**config.mk**
```make
export PLATFORM = sky130hd
export DESIGN_NAME = hex_circle_anim
export DESIGN_NICKNAME = d
export VERILOG_FILES = /design/src/rtl/hex_anim_pkg.sv /design/src/rtl/step_tick_gen.sv /design/src/rtl/hex_circle_anim.sv
export SDC_FILE = /design/constraint.sdc
export NUM_CORES = 1
export LEC_CHECK = 0
export ABC_AREA = 1
export BUFFER_PORTS_ARGS = -buffer_cell sky130_fd_sc_hd__buf_2
export CAP_MARGIN = 20
export CORE_UTILIZATION = 50
export CTS_CLUSTER_DIAMETER = 60
export CTS_CLUSTER_SIZE = 14
export DETAILED_ROUTE_END_ITERATION = 8
export PLACE_DENSITY_LB_ADDON = 0.12
export SLEW_MARGIN = 5
export SYNTH_ARGS = -nofsm -noshare
export SYNTH_HDL_FRONTEND = slang
export SYNTH_SLANG_ARGS = --single-unit
```
**constraint.sdc**
```tcl
create_clock -name clk -period 1.7 [get_ports clk]
set_input_delay 0.255 -clock clk [delete_from_list [all_inputs] [get_ports clk]]
set_output_delay 0.255 -clock clk [all_outputs]
set_load 0.03 [all_outputs]
```
**src/rtl/hex_anim_pkg.sv**
```systemverilog
// Shared segment patterns and FSM state encoding for the circling-segment animation.
package hex_anim_pkg;

    // Active-low patterns: a lit upper or lower square on one digit.
    localparam logic [7:0] SEG_TOP = 8'b10011100;
    localparam logic [7:0] SEG_BOT = 8'b10100011;
    localparam logic [7:0] SEG_OFF = 8'b11111111;

    typedef enum logic [1:0] {
        ST_IDLE  = 2'd0,
        ST_RUN   = 2'd1,
        ST_PAUSE = 2'd2
    } anim_state_e;

endpackage

```
**src/rtl/step_tick_gen.sv**
```systemverilog
// Step-period prescaler: counts enabled cycles and pulses tick on the terminal count.
module step_tick_gen #(
    parameter int DIV_W = 24
) (
    input  logic             clk,
    input  logic             rst,
    input  logic             en,
    input  logic             clr,
    input  logic [DIV_W-1:0] period,
    output logic             tick
);

    logic [DIV_W-1:0] cnt_q, cnt_d;
    logic [DIV_W-1:0] term;

    // ">=" rather than "==" so a shortened period mid-count fires on the next cycle.
    always_comb begin
        term  = (period == '0) ? '0 : period - DIV_W'(1);
        tick  = en && (cnt_q >= term);
        cnt_d = cnt_q;
        if (clr)       cnt_d = '0;
        else if (tick) cnt_d = '0;
        else if (en)   cnt_d = cnt_q + DIV_W'(1);
    end

    always_ff @(posedge clk or posedge rst) begin
        if (rst) cnt_q <= '0;
        else     cnt_q <= cnt_d;
    end

endmodule

```
**src/rtl/hex_circle_anim.sv**
```systemverilog
// Racetrack animation across N_DIG seven-segment digits: upper circles walk left,
// lower circles walk back, with start/stop/pause control and a programmable step period.
module hex_circle_anim
    import hex_anim_pkg::*;
#(
    parameter int N_DIG = 4,
    parameter int DIV_W = 24
) (
    input  logic               clk,
    input  logic               rst,
    input  logic               start,
    input  logic               stop,
    input  logic               pause,
    input  logic               dir,
    input  logic [DIV_W-1:0]   period,
    output logic [8*N_DIG-1:0] hex_out,
    output logic               busy,
    output logic               step_pulse
);

    localparam int S_W = (2 * N_DIG > 1) ? $clog2(2 * N_DIG) : 1;
    localparam logic [S_W-1:0] S_LAST = S_W'(2 * N_DIG - 1);

    anim_state_e        state_q, state_d;
    logic [S_W-1:0]     s_q, s_d;
    logic [8*N_DIG-1:0] hex_q, hex_d;
    logic               step_pulse_q, step_pulse_d;
    logic               tick_en, tick_clr, tick;

    function automatic logic [8*N_DIG-1:0] frame_of(input logic [S_W-1:0] s);
        logic [8*N_DIG-1:0] f;
        f = {N_DIG{SEG_OFF}};
        for (int k = 0; k < N_DIG; k++) begin
            if (int'(s) == k)                  f[8*k +: 8] = SEG_TOP;
            else if (int'(s) == 2*N_DIG-1-k)   f[8*k +: 8] = SEG_BOT;
        end
        return f;
    endfunction

    function automatic logic [S_W-1:0] next_s(input logic [S_W-1:0] s, input logic rev);
        if (rev) return (s == '0)     ? S_LAST : s - S_W'(1);
        else     return (s == S_LAST) ? '0     : s + S_W'(1);
    endfunction

    // Prescaler only runs in RUN with no pending pause or stop, so PAUSE holds the count.
    assign tick_en  = (state_q == ST_RUN) && !pause && !stop;
    assign tick_clr = (state_q == ST_IDLE);

    step_tick_gen #(.DIV_W(DIV_W)) u_tick (
        .clk    (clk),
        .rst    (rst),
        .en     (tick_en),
        .clr    (tick_clr),
        .period (period),
        .tick   (tick)
    );

    always_comb begin
        state_d      = state_q;
        s_d          = s_q;
        hex_d        = hex_q;
        step_pulse_d = 1'b0;
        unique case (state_q)
            ST_IDLE: begin
                hex_d = {N_DIG{SEG_OFF}};
                if (start && !stop) begin
                    state_d = ST_RUN;
                    s_d     = '0;
                    hex_d   = frame_of('0);
                end
            end
            ST_RUN: begin
                if (stop) begin
                    state_d = ST_IDLE;
                    s_d     = '0;
                    hex_d   = {N_DIG{SEG_OFF}};
                end else if (pause) begin
                    state_d = ST_PAUSE;
                end else if (tick) begin
                    s_d          = next_s(s_q, dir);
                    hex_d        = frame_of(s_d);
                    step_pulse_d = 1'b1;
                end
            end
            ST_PAUSE: begin
                if (stop) begin
                    state_d = ST_IDLE;
                    s_d     = '0;
                    hex_d   = {N_DIG{SEG_OFF}};
                end else if (!pause) begin
                    state_d = ST_RUN;
                end
            end
            default: begin
                state_d = ST_IDLE;
                s_d     = '0;
                hex_d   = {N_DIG{SEG_OFF}};
            end
        endcase
    end

    always_ff @(posedge clk or posedge rst) begin
        if (rst) begin
            state_q      <= ST_IDLE;
            s_q          <= '0;
            hex_q        <= {N_DIG{SEG_OFF}};
            step_pulse_q <= 1'b0;
        end else begin
            state_q      <= state_d;
            s_q          <= s_d;
            hex_q        <= hex_d;
            step_pulse_q <= step_pulse_d;
        end
    end

    assign hex_out    = hex_q;
    assign step_pulse = step_pulse_q;
    assign busy       = (state_q != ST_IDLE);

endmodule

```
Yosys cells after proc, flatten, opt, wreduce, memory -nomap -nowiden
Index checks and enable logic that the tools add are counted.
{"block": "op_classes", "n_div": 0, "n_reduce_logical": 15, "eq_ne": 16, "n_mul": 0, "n_lt_le_gt_ge": 1, "n_bitwise": 0, "n_mux": 41, "shifts": 0, "n_addsub": 4}
{"op": "$mux 32", "n": 4}
{"op": "$mux 24", "n": 4}
{"op": "$pmux 32 s3", "n": 1}
{"op": "$mux 7", "n": 9}
{"op": "$mux 3", "n": 12}
{"op": "$add 24x1->24 const B", "n": 1}
{"op": "$ge 24x24->1", "n": 1}
{"op": "$logic_not 24->1", "n": 1}
{"op": "$sub 24x1->24 const B", "n": 1}
{"op": "$eq 3x3->1 const B", "n": 5}
{"op": "$ne 3x3->1 const B", "n": 4}
{"op": "$mux 2", "n": 5}
{"op": "$pmux 3 s3", "n": 1}
{"op": "$eq 3x2->1 const B", "n": 2}
{"op": "$logic_not 3->1", "n": 2}
{"op": "$pmux 2 s3", "n": 1}
{"op": "$reduce_and 3->1", "n": 2}
{"op": "$logic_and 1x1->1", "n": 4}
{"op": "$mux 1", "n": 4}
{"op": "$reduce_and 4->1", "n": 1}
{"op": "$add 3x1->3 const B", "n": 1}
{"op": "$eq 3x1->1 const B", "n": 1}
{"op": "$reduce_bool 3->1", "n": 1}
{"op": "$sub 3x1->3 const B", "n": 1}
{"op": "7 further kinds", "n": 8}
{"block": "totals", "reg_bits": 62, "ramBits": 0, "latch_bits": 0, "memories": 0, "romBits": 0}

Depth between registers and ports, before layout
Gate-level depths: netlist of run 1.
{"block": "logic_depth", "word_depth": 15, "depth_mapped": 26, "mapped_depth_nobuf": 26}

By module
A second synthesis of run 1 with hierarchy kept.
{"block": "unflattened", "cells_unflattened": 642, "hier_area_um2": 4070.2}
{"module": "step_tick_gen", "area_each_um2": 2960.3, "instances": 1, "seq_area_each_um2": 600.6, "cells_each": 498}
{"module": "hex_circle_anim", "area_each_um2": 1109.8, "instances": 1, "seq_area_each_um2": 465.4, "cells_each": 144}

Least setup slack after synthesis of run 1
OpenSTA, ideal clock, no wires.
{"block": "synth_timing", "kind": "in2reg", "startpoint": "input period[0]", "endpoint": "register hex_q[22] (netlist: hex_out[22])", "t_required_ns": 1.615, "stages": 26, "n_path_buf": 1, "t_arrival_ns": 2.815, "setup_ns": 0.085, "slack_ns": -1.201, "cell_sequence": "inv_1 ha_1 inv_1 nor2_2 nand2_2 nor2_2 inv_2 nor3_4 nand2_1 o21bai_1 nand3_1 ha_1 nand2_1 nor2_2 nand2_2 nor2_4 nand2_2 nor2_4 nand2_2 nand2_4 nand2_4 nand2_4 nand2_4 buf_6 nand2_2 o21ai_2"}
{"block": "synth_via", "elab_chain_len": 6, "word_cells_on_any_way": 7}
{"element": "start: declaration", "line": "hex_circle_anim.sv:15", "source": "input logic [DIV_W-1:0] period,"}
{"element": "$sub 24x1->24 or $logic_not 24->1 (tied branches)", "line": "step_tick_gen.sv:18", "source": "term = (period == '0) ? '0 : period - DIV_W'(1);"}
{"element": "$mux 24 *", "line": "step_tick_gen.sv:18"}
{"element": "$ge 24x24->1 *", "line": "step_tick_gen.sv:19", "source": "tick = en && (cnt_q >= term);"}
{"element": "$logic_and 1x1->1 *", "line": "step_tick_gen.sv:19"}
{"element": "$ne 3x3->1 (no source line) *"}
{"element": "$reduce_and 3->1 (no source line) *"}
{"element": "end signal: assignment", "line": "hex_circle_anim.sv:106", "source": "hex_q <= {N_DIG{SEG_OFF}};"}
{"element": "end: declaration", "line": "hex_circle_anim.sv:26", "source": "logic [8*N_DIG-1:0] hex_q, hex_d;"}
Every way passes the cells marked *; elsewhere a longest branch is shown, timed or not.
A chain may end at the register's enable or synchronous reset.

Worst setup path in the final report of run 1
{"block": "layout_timing", "startpoint": "input period[4]", "endpoint": "register u_tick.cnt_q[12]"}
{"block": "layout_via", "elab_chain_len": 6, "word_cells_on_any_way": 8}
{"element": "$sub 24x1->24 or $logic_not 24->1 (tied branches)", "line": "step_tick_gen.sv:18"}
{"element": "$mux 24 *", "line": "step_tick_gen.sv:18"}
{"element": "$ge 24x24->1 *", "line": "step_tick_gen.sv:19"}
{"element": "$logic_and 1x1->1 *", "line": "step_tick_gen.sv:19"}
{"element": "$mux 24", "line": "step_tick_gen.sv:22", "source": "else if (tick) cnt_d = '0;"}
{"element": "$mux 24", "line": "step_tick_gen.sv:21", "source": "if (clr) cnt_d = '0;"}
{"element": "end signal: assignment", "line": "step_tick_gen.sv:28", "source": "else cnt_q <= cnt_d;"}
{"element": "end: declaration", "line": "step_tick_gen.sv:13", "source": "logic [DIV_W-1:0] cnt_q, cnt_d;"}
Marked as above.

==> results.ini, run 1 <==
[die]
initial_utilization=0.515
die_x_um=91.0
num_rows=32
fp.dieH_um=91.0
dieArea_um2=8280
core-area_um2=7690
pin_count=64

[cells_and_area]
register_area_um2=1070
mostFrequentLayoutCells=buf_4 (121), nand2_1 (118), inv_1 (67)
nets=812
multi_input_area_um2=2770
n_antenna_cell=0
nFillCells=581
areaGrowthSynthToFinish_pct=48.0
fin_cells=854
drive_gt1_frac=0.439
final_common_cell=buf_4

[setup_path]
crit_slowest_cell=ha_1
worstSetupPathType=primary input to register
worst-path-buf-inv=7
required_ns=1.94
arrival_ns=3.11
cpPeakStageDelay_ns=0.27
crit_chain=buf_8 -> buf_4 -> nor2_1 -> inv_1 -> nor2_4 -> buf_4 -> inv_1 -> nor3_2 -> nand3_2 -> a21boi_2 -> o21ai_1 -> ha_1 -> nand2_2 -> nor2_1 -> nand2_2 -> inv_1 -> nand2_1 -> nand3_2 -> nor2_4 -> nand2_4 -> nor2_4 -> clkinvlp_4 -> o21ai_2
path_max_fanout=4
start_kind=primary input
cp_top_family=simple AND/OR/NAND/NOR gates
crit_path_end_kind=register

[sta]
fin_worst_skew_ns=0.00686
relSlewSlack=0.565
tightest_slew_ns=0.652
rsz0062_at_grt=yes
hold_viol_final=0
clock.fmax_ghz=0.348
drv_slew=0
final-setup-viol-count=40
timing.final.crit_share=1.69
post-route-min-period_ns=2.87
finalWorstSetupSlack_ns=-1.17

[cts]
clkTransAtPathRegs_ns=0.09
cts_buffers=5
cts_max_level=2
cts_tree=yes
cts-root-buf=clkbuf_8
cts_sinks=42
clkLatencyLatePin_ns=0.30
cts.path.max_buffers=2

[logic_synthesis]
synth_area_um2=3960
async_reset_ff_frac=1.00
synth.distinct_cells=39
synth_seq_area_share=0.269
ys.flop_type=dfrtp_1
synth_edf_count=0
avgSynthCellArea_um2=6.92
ys_warn_count=0
syn_inst=572
synth_seq_cells=42

[global_route]
grt_pass1_wl_um=18400
grtUsageTotal=0.276
grt_pass1_vias=4188
grt.overflow.total=0
antenna_found_initial=0
grt_max_degree=36

[drt]
drtAntennaViolNets=0
drt_iter0_markers=202
viasPerCell=5.13
vias=4378
firstDrtPassIters=4
drc=0
routedWlPerCell_um=13.4
drt_wl_total_um=11400

[outcome]
violations=negative setup slack
outcome=complete, but fails checks

[power_and_ir_drop]
powerDensity_nw_per_um2=891
max-vdd-ir-drop_v=0.000454
power.total_mw=5.22
p_leak_nw=2.89

[place]
place_inst=821
place.gp.congestion=0.929
io_buffers=59
dp_hpwl_um=8230

[run]
maxCapViolations=0

[min_path]
hold_class=primary input to register

-- metal layers --
metal / vias to the layer above / part of all wire / wire length (um) / global-route usage
li1: 2192 / - / - / -
met1: 2031 / 0.41 / 4700 / 0.311
met2: 122 / 0.53 / 6030 / 0.530
met3: 33 / 0.026 / 299 / 0.0201
met4: 0 / 0.037 / 420 / 0.116
met5: - / 0 / 0 / 0
-- state kept, by name (all words and copies together), names as in the netlist --
| signal | cells |
|---|---|
| s_q | 3 |
| state_q | 2 |
| step_pulse | 1 |
| hex_out | 12 |
| u_tick.cnt_q | 24 |
-- power breakdown --
group | total (mW) | internal (mW) | switching [mW]
Clock | 0.855 | 0.471 | 0.384
Combinational | 2.91 | 1.02 | 1.90
Sequential | 1.45 | 1.28 | 0.173
-- cells in the mapped netlist (12+ instances only) --
master     n  area (um^2)
nand3_1   38          190
nand2_1  130          488
a21oi_1   13         65.1
inv_1     74          278
nor2_1    63          236
nand4_1   12         75.1
dfrtp_1   30          751
nand2_2   12         75.1
o21ai_0   22          110
ha_1      31          388
buf_4     20          150
dfstp_2   12          315
-- kinds of logic after synthesis --
logic type / after synthesis / share of synthesized area
AND/OR/NAND/NOR: 304 / 0.363
buffers and inverters: 107 / 0.125
AO/OA/AOI/OAI: 71 / 0.109
flip-flops: 42 / 0.269
adder cells (fa/ha/maj): 31 / 0.0980
XOR/XNOR: 16 / 0.0354
other: 1 / 0.000947
-- area by class of cell --
type                            instances  share of cell area
Timing Repair inverter                  1             0.00128
Sequential cell                        42               0.182
Tap cell                              102              0.0218
Clock buffer                            7              0.0203
Inverter                               82              0.0576
Clock inverter                          1             0.00149
Multi-Input combinational cell        427               0.472
Timing Repair Buffer                  192               0.244
-- per-stage QoR --
stage	area (um^2)	setup TNS (ns)	setup WS (ns)	hold slack (ns)	utilization
after floorplan	4030	-38.06	-1.07	0.375	-
after global placement	5110	-55.34	-1.53	0.234	0.664
after detailed placement	5110	-59.42	-1.61	0.242	0.664
after CTS	5620	-39.07	-1.07	0.241	0.731
after global routing	5860	-50.52	-1.34	0.265	0.762
final	5860	-42.95	-1.17	0.255	0.762
-- path summary, 6_finish.rpt --
path | depth (start not counted) | to | slack, ns | start
max in group asynchronous | 4 | hex_out[20] | 0.68 | rst
min reg2reg | 2 | hex_out[14] | 0.46 | hex_out[14]
max reg2reg | 15 | hex_out[6] | -0.36 | u_tick.cnt_q[19]
min | 3 | state_q[1] | 0.25 | pause
max | 23 | u_tick.cnt_q[12] | -1.17 | period[4]
min in group asynchronous | 3 | u_tick.cnt_q[18] | 0.45 | rst
-- timing repair --
item,4_1_cts,5_1_grt
hold buffers,1,0
resized for setup,64,45
endpoints found under the setup margin,40,40
cloned,2,0
pin swaps,39,28
hold endpoints to repair,7,0
setup buffers,15,8
-- worst register-to-register path, stage by stage, from the launching register on --
cell and delay [ns]:
dfrtp_1 0.43, ha_1 0.32, nand2_2 0.06, nor2_1 0.13
nand2_2 0.09, nor2_4 0.13, nand2_2 0.07, nor2_4 0.08
nand2_2 0.06, nand2_4 0.10, nand2_4 0.08, nand2_8 0.10
nand2_8 0.07, buf_6 0.16, nand2_2 0.06, o21ai_2 0.06
Note: power is estimated with default switching activity, not from simulation.
==> inputs of run 2 (changes only) <==
HOLD_SLACK_MARGIN = 0.15   (was default)
clock period = 2.94 ns   (was 1.7 ns; I/O delays follow)
==> results.ini, run 2 (synthesized netlist as in run 1, its figures left out) <==
[sta]
clock.fmax_ghz=0.322
relSlewSlack=0.335  ; -0.230
finalWorstSetupSlack_ns=-0.165  ; +1.01 ns
post-route-min-period_ns=3.10
drv_slew=0  ; unchanged
fin_tns_setup_ns=-1.88  ; +41.08 ns
timing.final.crit_share=1.06
tightest_slew_ns=0.993  ; +0.342 ns
fin_worst_skew_ns=0.00644  ; -0.000414 ns
rsz0062_at_grt=yes
hold_viol_final=0  ; unchanged
final-setup-viol-count=28  ; -30%
whs_ns=0.260  ; +0.00504 ns

[power_and_ir_drop]
powerDensity_nw_per_um2=545  ; -39%
p_leak_nw=2.64  ; -8.6%
max-vdd-ir-drop_v=0.000270  ; -40%
power.total_mw=2.96  ; -43%

[die]
pin_count=64  ; unchanged
die_x_um=91.0  ; unchanged
dieArea_um2=8280  ; unchanged
core-area_um2=7690  ; unchanged
num_rows=32  ; unchanged
initial_utilization=0.515  ; unchanged
fp.dieH_um=91.0  ; unchanged

[cts]
cts_buffers=5  ; unchanged
cts_sinks=42  ; unchanged
cts.path.max_buffers=2  ; unchanged
cts_tree=yes
cts_max_level=2  ; unchanged
clkTransAtPathRegs_ns=0.09  ; about the same
cts-root-buf=clkbuf_8
clkLatencyLatePin_ns=0.29  ; about the same

[setup_path]
arrival_ns=3.32  ; +0.21 ns
cpPeakStageDelay_ns=0.28  ; about the same
endpoint=u_tick.cnt_q[16]
r2r_start=state_q[0]
cp-startpoint=period[2]
path_max_fanout=6  ; +2
cp_common_cell=nand2_1
r2r_cells=9  ; -6
reg2reg_slack_ns=0.42  ; +0.78 ns
start_kind=primary input
cp_top_family=simple AND/OR/NAND/NOR gates
r2r-end=u_tick.cnt_q[10]
crit_slowest_cell=ha_1
worst-path-buf-inv=8  ; +1
crit_path_end_kind=register
cp.depth=25  ; +8.7%
worstSetupPathType=primary input to register
required_ns=3.15  ; +1.21 ns

[cells_and_area]
largest-register=u_tick.cnt_q
areaGrowthSynthToFinish_pct=37.1
final_common_cell=nand2_1
n_antenna_cell=0  ; unchanged
nets=766  ; -5.7%
nFillCells=646  ; +11%
largest_register_ffs=24  ; unchanged
mostFrequentLayoutCells=nand2_1 (121), buf_4 (75), inv_1 (66)
fin_area_um2=5430  ; -7.4%
drive_gt1_frac=0.384  ; -0.0550

[outcome]
outcome=complete, but fails checks
violations=negative setup slack

[drt]
drt_iter0_markers=257  ; +27%
vias=4158  ; -5.0%
viasPerCell=5.15  ; +0.38%
firstDrtPassIters=5  ; +1
routedWlPerCell_um=12.8  ; -4.9%
drt_wl_total_um=10300  ; -10%
drtAntennaViolNets=0  ; unchanged
drc=0  ; unchanged

[global_route]
use_met1=0.301  ; -0.0103
top_usage_layer=met2
grt_pass1_vias=3922  ; -6.4%
grt_max_degree=43  ; +19%
grt.overflow.total=0  ; unchanged
grt_util_met3=0.0168  ; -0.00335
grt_pass1_wl_um=17200  ; -6.3%
grtUsageTotal=0.255  ; -0.0214
use_met2=0.482  ; -0.0486
antenna_found_initial=0  ; unchanged

[place]
dp_hpwl_um=7660  ; -7.0%
dp_slack_ns=-0.494  ; +1.11 ns
io_buffers=59  ; unchanged
place.gp.congestion=0.875  ; -5.8%
post_dp_cell_area_um2=4800  ; -5.9%

[min_path]
hold_class=primary input to async pin

[run]
maxCapViolations=0  ; unchanged

## run 2: worst register-to-register path, stage by stage, from the launching register on
cell and delay (ns):
dfrtp_1 0.42, inv_2 0.09, nor2_2 0.04, inv_2 0.08
nor2_4 0.05, inv_2 0.15, nor2_8 0.08, nor2_1 0.76
inv_1 0.49, o22ai_1 0.29
## run 2: area by class of cell
class | instances | area, um^2 | area share
Multi-Input combinational cell | 428 | 2700 | 0.498
Sequential cell | 42 | 1070 | 0.196
Timing Repair Buffer | 146 | 1060 | 0.195
Inverter | 82 | 335 | 0.0618
Tap cell | 102 | 128 | 0.0235
Clock buffer | 5 | 68.8 | 0.0127
Clock inverter | 3 | 68.8 | 0.0127
## run 2: metal layers
metal	vias up	wire length (um)
met1	1907	4300
met4	0	263
met2	129	5450
met5	-	0
met3	21	287
li1	2101	-
## run 2: power breakdown
group          internal (mW)  switching (mW)  total [mW]
registers              0.740          0.0993       0.839
logic                  0.531            1.03        1.56
clock network          0.340           0.215       0.556
total                   1.61            1.35        2.96
## run 2: worst min-delay path by stage
stage               cells after the start  slack (ns)                to
floorplan                               2        0.47            s_q[1]
global route                            3        0.31  u_tick.cnt_q[20]
CTS                                     3        0.28  u_tick.cnt_q[18]
global placement                        2        0.45       hex_out[14]
detailed placement                      2        0.46        hex_out[6]
finish                                  3        0.26  u_tick.cnt_q[18]
## run 2: timing repair
action,CTS,global route
gates cloned,1,1
resized for setup,44,45
setup buffers,15,3
hold buffers,0,0
pin swaps,37,31
endpoints found under the setup margin,35,39
## run 2: through the flow
step,util,cells
final,0.706,808
after global routing,0.706,808
after CTS,0.681,805
after detailed placement,0.625,781
after global placement,0.625,781
after floorplan,-,575
==> inputs of run 3 (changes only) <==
PLACE_DENSITY = 0.69   (was default)
PLACE_DENSITY_LB_ADDON = default   (was 0.12)
==> results.ini, run 3 (synthesized netlist as in run 1, its figures left out) <==
[outcome]
outcome=finished clean

[sta]
hold_viol_final=0  ; unchanged
relSlewSlack=0.439  ; +0.104
final-setup-viol-count=0  ; -100%
tightest_slew_ns=0.838  ; -0.156 ns
rsz0062_at_grt=yes
fin_worst_skew_ns=0.0114  ; +0.00497 ns
clock.fmax_ghz=0.342  ; +6.1%
post-route-min-period_ns=2.93  ; -0.179 ns
drv_slew=0  ; unchanged
timing.final.crit_share=0.995  ; -0.0610
fin_tns_setup_ns=0  ; +1.88 ns

[cts]
cts.path.max_buffers=2  ; unchanged
cts-root-buf=clkbuf_8
cts_max_level=2  ; unchanged
clkTransAtPathRegs_ns=0.08  ; about the same
cts_tree=yes
cts_buffers=5  ; unchanged
clkLatencyLatePin_ns=0.30  ; about the same
cts_sinks=42  ; unchanged
holdBufCountCts=0  ; unchanged

[setup_path]
path_max_fanout=8  ; +2
crit_path_end_kind=register
crit_slowest_cell=ha_1
cp_top_family=simple AND/OR/NAND/NOR gates
required_ns=3.17  ; +0.02 ns
worst-path-buf-inv=5  ; -3
cpPeakStageDelay_ns=0.31  ; +0.03 ns
reg2reg_slack_ns=0.56  ; +0.14 ns
worstSetupPathType=primary input to register
start_kind=primary input
arrival_ns=3.15  ; -0.17 ns

[drt]
viasPerCell=5.04  ; -2.0%
firstDrtPassIters=4  ; -1
vias=4023  ; -3.2%
drtAntennaViolNets=0  ; unchanged
drt_wl_total_um=9760  ; -5.3%
routedWlPerCell_um=12.2  ; -4.1%
drt_iter0_markers=239  ; -7.0%
drc=0  ; unchanged

[power_and_ir_drop]
powerDensity_nw_per_um2=531  ; -2.5%
p_leak_nw=2.60  ; -1.4%
power.switching_mw=1.31  ; -2.8%
clockPowerShare=0.173  ; -0.015
swShare=0.466  ; +0.0111
pwr-share-comb=0.527  ; -0.002
power.total_mw=2.81  ; -5.1%
p_seq_frac=0.300  ; +0.016
max-vdd-ir-drop_v=0.000255  ; -5.5%
p_int_mw=1.50  ; -7.0%

[die]
num_rows=32  ; unchanged
pin_count=64  ; unchanged
dieArea_um2=8280  ; unchanged
fp.dieH_um=91.0  ; unchanged
die_x_um=91.0  ; unchanged
core-area_um2=7690  ; unchanged
initial_utilization=0.515  ; unchanged

[place]
io_buffers=59  ; unchanged
post_dp_cell_area_um2=4740  ; -1.4%
place.gp.congestion=0.890  ; +1.7%
dp_hpwl_um=7500  ; -2.1%

[global_route]
grt_pass1_vias=3853  ; -1.8%
grt.overflow.total=0  ; unchanged
grt_pass1_wl_um=16400  ; -4.9%
grtUsageTotal=0.241  ; -0.0139
grt_max_degree=43  ; unchanged
antenna_found_initial=0  ; unchanged

[cells_and_area]
multi_input_area_um2=2630  ; -2.5%
areaGrowthSynthToFinish_pct=33.5
mostFrequentLayoutCells=nand2_1 (121), buf_4 (69), inv_1 (68)
drive_gt1_frac=0.365  ; -0.0189
n_antenna_cell=0  ; unchanged
final_common_cell=nand2_1
nFillCells=671  ; +3.9%
largest-register=u_tick.cnt_q
nets=756  ; -1.3%
largest_register_ffs=24  ; unchanged
register_area_um2=1070  ; unchanged
fin_area_um2=5280  ; -2.7%

[min_path]
hold_class=primary input to async pin

[run]
maxCapViolations=0  ; unchanged

[run 3: cell count changes in the layout (fill, tap and decap cells not counted), moves of 3 or more]
cell | previous run | this run
nand2_2 | 20 | 16
ha_4 | 4 | 1
buf_4 | 75 | 69
nand2_4 | 5 | 8
ha_1 | 27 | 30
[run 3: area by class of cell]
type,count,share of cell area
multi-input combinational,426,0.498
sequential,42,0.202
timing repair buffer,138,0.191
inverter,82,0.0625
tap,102,0.0242
clock buffer,7,0.0163
clock inverter,1,0.00568
[run 3: what timing repair did]
item,CTS,global route
gates resized for setup,32,48
buffers inserted,10,6
pin swaps,28,24
endpoints found under the setup margin,35,39
[run 3: worst min-delay path, cell delays in order]
cell and delay (ns):
buf_2 0.09, inv_1 0.04, buf_4 0.44
[run 3: path summary, 6_finish.rpt]
check	cells after the start	to	start
min in group clk	3	state_q[1]	pause
setup / recovery	27	hex_out[14]	period[0]
setup reg to reg	9	u_tick.cnt_q[5]	state_q[0]
hold / removal	3	u_tick.cnt_q[17]	rst
max in group asynchronous	3	hex_out[21]	rst
hold reg to reg	2	hex_out[30]	hex_out[30]
[run 3: power groups by stage]
stage / clock network, mW / registers, mW / logic (mW)
finish: 0.486 / 0.843 / 1.48
global route: 0.522 / 0.865 / 1.59
CTS: 0.489 / 0.838 / 1.44
detailed placement: 0 / 0.846 / 1.38
global placement: 0 / 0.839 / 1.35
floorplan: 0 / 1.00 / 0.967
[run 3: metrics by stage]
stage               setup slack (ns)  utilization  std cells  hold slack [ns]
floorplan                    -0.0262            -        575            0.467
global placement              -0.422        0.616        774            0.448
detailed placement            -0.464        0.616        774            0.450
CTS                          -0.0370        0.658        792            0.277
global route                  -0.160        0.687        798            0.292
finish                        0.0143        0.687        798            0.264
[run 3: routing by layer]
layer  global-route usage  part of all wire  up-vias
li1                     -                 -     2077
met1                0.281              0.43     1802
met2                0.448              0.51      117
met3               0.0193             0.031       27
met4                0.104             0.030        0
met5                    0                 0        -
